<file path="src/rtl/n8_ctrl_reader_if.sv">
// rtl/n8_ctrl_reader_if.sv - controller serial link and decoded button bus
// master: the reader (drives strobes/buttons); slave: controller side / observer.
interface n8_ctrl_reader_if;
  logic ctrl_data;
  logic ctrl_latch;
  logic ctrl_pulse;
  logic a;
  logic b;
  logic select;
  logic start;
  logic up;
  logic down;
  logic left;
  logic right;
  logic valid;

  modport master (
    input  ctrl_data,
    output ctrl_latch, ctrl_pulse,
    output a, b, select, start, up, down, left, right,
    output valid
  );

  modport slave (
    output ctrl_data,
    input  ctrl_latch, ctrl_pulse,
    input  a, b, select, start, up, down, left, right,
    input  valid
  );
endinterface

</file>
<file path="src/rtl/n8_ctrl_reader.sv">
// rtl/n8_ctrl_reader.sv - 8-button serial game controller poller
// Optional N8_CTRL_DEBOUNCE_EN: outputs update only when two consecutive frames agree.
module n8_ctrl_reader #(
  parameter int HALF     = 300,
  parameter int POLL_GAP = 800000
) (
  input  logic               clk,
  input  logic               reset,
  n8_ctrl_reader_if.master   bus
);

  localparam int MAXC = (2 * HALF > POLL_GAP) ? 2 * HALF : POLL_GAP;
  localparam int CW   = $clog2(MAXC + 1);
  localparam logic [CW-1:0] IDLE_LAST  = CW'(POLL_GAP - 1);
  localparam logic [CW-1:0] LATCH_LAST = CW'(2 * HALF - 1);
  localparam logic [CW-1:0] HALF_LAST  = CW'(HALF - 1);

  typedef enum logic [2:0] {IDLE, LATCH, SHIFT_HI, SHIFT_LO, UPDATE} state_t;

  state_t        state, state_nx;
  logic [CW-1:0] cnt, cnt_nx;
  logic [2:0]    idx, idx_nx;
  logic [7:0]    shift, shift_nx;
  logic [7:0]    btn;
  logic          latch_q, pulse_q, valid_q;
`ifdef N8_CTRL_DEBOUNCE_EN
  logic [7:0]    prev_raw;
`endif

  always_comb begin
    state_nx = state;
    cnt_nx   = cnt + CW'(1);
    idx_nx   = idx;
    shift_nx = shift;
    case (state)
      IDLE: begin
        if (cnt == IDLE_LAST) begin
          state_nx = LATCH;
          cnt_nx   = '0;
        end
      end
      LATCH: begin
        if (cnt == LATCH_LAST) begin
          shift_nx[0] = bus.ctrl_data;
          idx_nx      = 3'd1;
          state_nx    = SHIFT_HI;
          cnt_nx      = '0;
        end
      end
      SHIFT_HI: begin
        if (cnt == HALF_LAST) begin
          state_nx = SHIFT_LO;
          cnt_nx   = '0;
        end
      end
      SHIFT_LO: begin
        if (cnt == HALF_LAST) begin
          shift_nx[idx] = bus.ctrl_data;
          cnt_nx        = '0;
          if (idx == 3'd7) begin
            state_nx = UPDATE;
          end else begin
            idx_nx   = idx + 3'd1;
            state_nx = SHIFT_HI;
          end
        end
      end
      UPDATE: begin
        state_nx = IDLE;
        cnt_nx   = '0;
        idx_nx   = '0;
      end
      default: begin
        state_nx = IDLE;
        cnt_nx   = '0;
        idx_nx   = '0;
      end
    endcase
  end

  // Strobes are registered from the next state so they track the FSM without decode glitches.
  always_ff @(posedge clk) begin
    if (reset) begin
      state   <= IDLE;
      cnt     <= '0;
      idx     <= '0;
      shift   <= '0;
      latch_q <= 1'b0;
      pulse_q <= 1'b0;
      valid_q <= 1'b0;
      btn     <= '0;
`ifdef N8_CTRL_DEBOUNCE_EN
      prev_raw <= 8'hFF;
`endif
    end else begin
      state   <= state_nx;
      cnt     <= cnt_nx;
      idx     <= idx_nx;
      shift   <= shift_nx;
      latch_q <= (state_nx == LATCH);
      pulse_q <= (state_nx == SHIFT_HI);
      valid_q <= (state_nx == UPDATE);
      if (state == UPDATE) begin
`ifdef N8_CTRL_DEBOUNCE_EN
        if (shift == prev_raw) btn <= ~shift;
        prev_raw <= shift;
`else
        btn <= ~shift;
`endif
      end
    end
  end

  assign bus.ctrl_latch = latch_q;
  assign bus.ctrl_pulse = pulse_q;
  assign bus.valid      = valid_q;
  assign bus.a          = btn[0];
  assign bus.b          = btn[1];
  assign bus.select     = btn[2];
  assign bus.start      = btn[3];
  assign bus.up         = btn[4];
  assign bus.down       = btn[5];
  assign bus.left       = btn[6];
  assign bus.right      = btn[7];

endmodule
</file>
<file path="src/flat_wrapper.sv">
// flat-port wrapper written by rule: the top's interface ports become plain ports
module n8_ctrl_reader_flat 
#(
  parameter int HALF     = 300,
  parameter int POLL_GAP = 800000
)
  (clk, reset, bus_ctrl_data, bus_ctrl_latch, bus_ctrl_pulse, bus_a, bus_b, bus_select, bus_start, bus_up, bus_down, bus_left, bus_right, bus_valid);
  n8_ctrl_reader_if bus_i ();
  input  logic clk;
  input  logic reset;
  input wire logic [$bits(bus_i.ctrl_data)-1:0] bus_ctrl_data;
  output wire logic [$bits(bus_i.ctrl_latch)-1:0] bus_ctrl_latch;
  output wire logic [$bits(bus_i.ctrl_pulse)-1:0] bus_ctrl_pulse;
  output wire logic [$bits(bus_i.a)-1:0] bus_a;
  output wire logic [$bits(bus_i.b)-1:0] bus_b;
  output wire logic [$bits(bus_i.select)-1:0] bus_select;
  output wire logic [$bits(bus_i.start)-1:0] bus_start;
  output wire logic [$bits(bus_i.up)-1:0] bus_up;
  output wire logic [$bits(bus_i.down)-1:0] bus_down;
  output wire logic [$bits(bus_i.left)-1:0] bus_left;
  output wire logic [$bits(bus_i.right)-1:0] bus_right;
  output wire logic [$bits(bus_i.valid)-1:0] bus_valid;
  assign bus_i.ctrl_data = bus_ctrl_data;
  assign bus_ctrl_latch = bus_i.ctrl_latch;
  assign bus_ctrl_pulse = bus_i.ctrl_pulse;
  assign bus_a = bus_i.a;
  assign bus_b = bus_i.b;
  assign bus_select = bus_i.select;
  assign bus_start = bus_i.start;
  assign bus_up = bus_i.up;
  assign bus_down = bus_i.down;
  assign bus_left = bus_i.left;
  assign bus_right = bus_i.right;
  assign bus_valid = bus_i.valid;
  n8_ctrl_reader #(.HALF(HALF), .POLL_GAP(POLL_GAP)) u_core (.clk(clk), .reset(reset), .bus(bus_i));
endmodule
</file>
<file path="config.mk">
export PLATFORM = sky130hd
export DESIGN_NAME = n8_ctrl_reader_flat
export DESIGN_NICKNAME = d
export VERILOG_FILES = /design/src/rtl/n8_ctrl_reader_if.sv /design/src/rtl/n8_ctrl_reader.sv /design/src/flat_wrapper.sv
export SDC_FILE = /design/constraint.sdc
export NUM_CORES = 1
export LEC_CHECK = 0
export CORE_MARGIN = 4
export CORE_UTILIZATION = 26
export DETAILED_ROUTE_END_ITERATION = 6
export SETUP_SLACK_MARGIN = 0.3
export SLEW_MARGIN = 20
export SYNTH_ARGS = -nofsm -noshare
export SYNTH_HDL_FRONTEND = slang
export SYNTH_SLANG_ARGS = --single-unit
</file>
<file path="constraint.sdc">
create_clock -name clk -period 2.5 [get_ports clk]
set_clock_uncertainty 0.05 [all_clocks]
set_input_delay 0.5 -clock clk [delete_from_list [all_inputs] [get_ports clk]]
set_output_delay 0.5 -clock clk [all_outputs]
set_load 0.02 [all_outputs]
</file>
## Word-level counts from Yosys, hierarchy flattened

Index checks and enable logic that the tools add are counted.

- Word-level logic and storage cells: 57
- Register bits after elaboration: 45
- Output and inout port bits: 11

- Mux-type cells: 20
- Equal/unequal tests: 14
- $add $sub $neg: 2
- Bitwise logic cells: 2
- Reduce and logical (&&, ||, !) cells: 8
- Order comparisons: 2

Operator list:

| kind | number |
|---|---|
| 20-bit two-way mux | 3 |
| 20-bit one-hot mux with 3 select lines | 1 |
| 3-bit two-way mux | 8 |
| 20-bit by 1-bit adder with 20-bit output, second input constant | 1 |
| 20-bit by 10-bit equality test with 1-bit output, second input constant | 1 |
| 20-bit equality test, second input constant | 1 |
| 20-bit by 9-bit equality test with 1-bit output, second input constant | 1 |
| 3-bit one-hot mux with 4 select lines | 1 |
| 3-bit by 2-bit equality test with 1-bit output, second input constant | 3 |
| 3-bit equality test, second input constant | 3 |
| 3-bit one-hot mux with 3 select lines | 1 |
| 8-bit bitwise mux | 1 |
| 8-bit inverter | 1 |
| 3-bit by 1-bit equality test with 1-bit output, second input constant | 2 |
| 3-bit by 4-bit < comparator with 1-bit output, second input constant | 1 |
| 2-bit by 1-bit inequality test with 1-bit output, second input constant | 2 |
| 4-bit AND reduction | 1 |
| 2-bit OR reduction | 2 |
| 3-bit by 1-bit adder with 3-bit output, second input constant | 1 |
| 1-bit demux with 3-bit select | 1 |
| 3-bit by 1-bit >= comparator with 1-bit output, second input constant | 1 |
| 3-bit logical NOT | 1 |
| 1-bit two-way mux | 3 |
| 3-bit AND reduction | 1 |
| 6 further kinds | 6 |

## Logic depth before layout (Yosys ltp)

- Depth after elaboration: 7
- Gate-level depth with buffers: 9

## Worst setup path after synthesis

Ideal clock, no wire load.

- Kind: reg-to-reg
- Start point: register u_core.cnt[0]
- End point: register u_core.state[0]
- Stages on the path, launching flop included: 7
- Path buffers: 0
- Path slack: 0.666 ns
- Setup time: 0.115 ns
- Arrival time: 1.669 ns
- Clock period less this slack: 1.834 ns
- Cell sequence: dfxtp_1 > ha_1 > and2_1 > nand3_1 > or4_1 > and3_1 > o21a_1

- Cells in the longest elaborated chain, start to end: 3

Ends and longest elaborated chain:

| what | RTL line | source |
|---|---|---|
| start, declared | n8_ctrl_reader.sv:21 | `logic [CW-1:0] cnt, cnt_nx;` |
| start signal, assigned | n8_ctrl_reader.sv:97 | `cnt <= cnt_nx;` |
| 20-bit by 9-bit equality test with 1-bit output (tied with other cells) | n8_ctrl_reader.sv:51, n8_ctrl_reader.sv:57 |  |
| 3-bit two-way mux (on tied branches) | n/a |  |
| 3-bit one-hot mux with 4 select lines (*) | n8_ctrl_reader.sv:35 | `case (state)` |
| end signal, assigned | n8_ctrl_reader.sv:96 | `state <= state_nx;` |
| end, declared | n8_ctrl_reader.sv:20 | `state_t state, state_nx;` |

Every way passes the cells marked *; elsewhere a longest branch is shown, timed or not.
A chain may end at the register's enable or synchronous reset.

## Worst setup path after layout

Ends and elaborated chain as after synthesis.

==> impl_metrics.ini <==
[outcome]
status = finished clean

[critical_path]
cp-end-kind = flip-flop
slowest_delay_ps = 520
path_cells = ha_1 -> and2_1 -> nand3_1 -> or4_1 -> and3_1 -> o21a_1
cpLargestDelayFamily = simple AND/OR/NAND/NOR gates
worst_setup_path_start_kind = flip-flop
crit_path_top_delay_cell = or4_1
path_class = reg -> reg
crit_fanout = 5
reg2reg_from = u_core.cnt[0]
cp.required_ps = 2640
r2r-end = u_core.state[0]
cp_num_buf_inv = 0
worstRegToRegCells = 6
crit_arrival_ps = 2170
r2r_slack_ps = 470

[timing]
rsz0062_at_grt = false
setup_viol = 0
post-route-period-util_pct = 81.34
fin_setup_tns_ps = 0
max_freq_ghz = 0.4917
period_minus_slack_ps = 2034
slew_viol_final = 0
max_slew.worst_pin.slew_ps = 654.3
finalHoldViolations = 0
slew_headroom_pct = 55.98
worst_slack_ps = 466.4

[global_routing]
track_usage_pct = 8.803
grt_pass1_vias = 1510
antenna_found_initial = 0
grt_overflow = 0
grt_pass1_wl_microns = 7072
grt_start_max_net_pins = 20

[logic_synthesis]
synth_seq_cells = 45
yosys-top-cells-count = dfxtp_1, nor2_1, nand2_1
yosysTopAreaCellShare_pct = 42.38
syn-instance-count = 240
ys_warn_count = 0
ys_seq_area_share_pct = 42.38
synthDistinctLibCells = 41
ys_dominant_reg_cell = dfxtp_1
synth_area_sq_um = 2126
ys_async_sr_fraction_pct = 0
synth_area_leader_cell = dfxtp_1
synth_edf_count = 0
synthTopCellsByArea = dfxtp_1, nor2_1, xor2_1
synth.avg_cell_area_sq_um = 8.857
syn-num-nets = 246

[final_layout]
post_route_cells_drive_above_1_share_pct = 9.524
n_antenna_cell = 0
fill_cells = 844
syn2layout_area_growth_pct = 15.48
seq_area_sq_um = 900.9
nNetsFinal = 257
multi_input_area_sq_um = 1139

[routing]
vias_per_cell = 4.650
drt_iter0_drc = 65
firstDrtPassIters = 4
wl_microns = 4180
ant_nets = 0
num_vias = 1646
wl_per_cell_microns = 11.81
drc = 0

[pwr]
p_per_area_nw_per_um2 = 538.4
ir_drop_mv = 0.2325
p_leak_nw = 0.8128
power_mw = 1.322

[min_path]
worstHoldPathType = reg -> reg
whs_path_depth = 1
holdCritStartpoint = u_core.shift[3]
worstHoldEndpoint = u_core.btn[3]

[floorplan]
die_h_microns = 98.42
die-area_sq_um = 9687
num_rows = 32
core-area_sq_um = 7848
die_w_microns = 98.42
ios = 14
initial_utilization_pct = 27.09

[flow_run]
drv_cap = 0

[clock_network]
cts_buffers = 5
cts_max_level = 2
cts_sinks = 45
cts.clk_slew.worst_paths_ps = 80
cts_buffer_depth = 2
cts_root_buffer = clkbuf_8
clock_latency_ps = 290
cts_tree = done
cts_setup_buffers = 0

[placement]
gp_congestion = 0.7852
numPortBuffers = 13
place_hpwl_microns = 2970
place_ws_ps = 398.4
## area by class of cell
class	instances	area share (%)
Clock inverter	1	1.223
Clock buffer	7	3.517
Multi-Input combinational cell	179	46.38
Sequential cell	45	36.70
Inverter	3	0.4587
Timing Repair Buffer	17	6.524
Tap cell	102	5.199
## repair_timing
item                                    in CTS  in global routing
endpoints found under the setup margin       0                 22
gates resized for setup                      0                  2
hold buffers                                 0                  0
## per-stage QoR
stage / hold slack, ps / instance area [sq um] / std cells / utilization, %
floorplan: 356.8 / 2126 / 240 / -
finish: 382.7 / 2455 / 354 / 31.28
global placement: 368.4 / 2331 / 346 / 29.70
detailed placement: 376.3 / 2331 / 346 / 29.70
global route: 413.6 / 2455 / 354 / 31.28
CTS: 388.9 / 2447 / 354 / 31.19
## where the power goes
part	leakage (nW)	internal (mW)	switching (mW)	total, mW
Combinational	0.391	0.0132	0.0186	0.0318
Sequential	0.363	0.720	0.00343	0.724
Clock	0.0585	0.326	0.240	0.566
Total	0.813	1.06	0.262	1.32
## kinds of logic after synthesis
group	after synthesis	share of synthesized area, %
adder cells (fa/ha/maj)	3	1.766
flip-flops	45	42.38
XOR/XNOR	18	7.416
AND/OR/NAND/NOR	122	32.20
buffers and inverters	16	4.414
multiplexers	4	1.884
AO/OA/AOI/OAI	32	9.947
## worst max path at each step
stage                            end  cells after the start          start  slack (ps)
2_1_floorplan        u_core.state[0]                      6  u_core.cnt[0]         670
3_3_place_gp           u_core.cnt[4]                      7  u_core.cnt[0]         410
3_5_place_dp          u_core.cnt[10]                      7  u_core.cnt[0]         400
4_1_cts               u_core.cnt[19]                      7  u_core.cnt[0]         370
5_1_grt        u_core.bus.ctrl_latch                      6  u_core.cnt[0]         300
6_report             u_core.state[0]                      6  u_core.cnt[0]         470
## per-layer routing
layer | vias to the layer above | GRT usage [%] | part of all wire, %
li1 | 869 | - | -
met1 | 756 | 11.90 | 53
met2 | 16 | 13.36 | 43
met3 | 5 | 2.123 | 2.9
met4 | 0 | 3.782 | 1.5
met5 | - | 0 | 0
## cells in the final DEF (no fill, tap or decap), types with 3 or more instances in the layout
| master | count |
|---|---|
| xor2_1 | 11 |
| buf_4 | 4 |
| a211oi_1 | 5 |
| nand3_1 | 10 |
| o21ai_0 | 6 |
| nor4_2 | 4 |
| a21oi_1 | 10 |
| nor2b_1 | 3 |
| ha_1 | 3 |
| nor2_1 | 45 |
| nand2_1 | 16 |
| and2_1 | 3 |
| xnor2_1 | 7 |
| clkdlybuf4s50_1 | 13 |
| dfxtp_1 | 45 |
| o21a_1 | 3 |
| clkbuf_8 | 6 |
| nand4_1 | 8 |
| and4_1 | 5 |
| inv_1 | 3 |
| nand2b_1 | 4 |
| mux2i_1 | 4 |
| and3_1 | 3 |
| nor3_1 | 3 |
| nor4_1 | 5 |
## state kept, by name, summed over array words and instances (netlist names)
| register | flops |
|---|---|
| u_core.cnt | 20 |
| u_core.bus.ctrl_latch | 1 |
| u_core.idx | 3 |
| u_core.shift | 8 |
| u_core.bus.ctrl_pulse | 1 |
| u_core.btn | 8 |
| u_core.bus.valid | 1 |
| u_core.state | 3 |
Power figures use the tool's default switching activity.
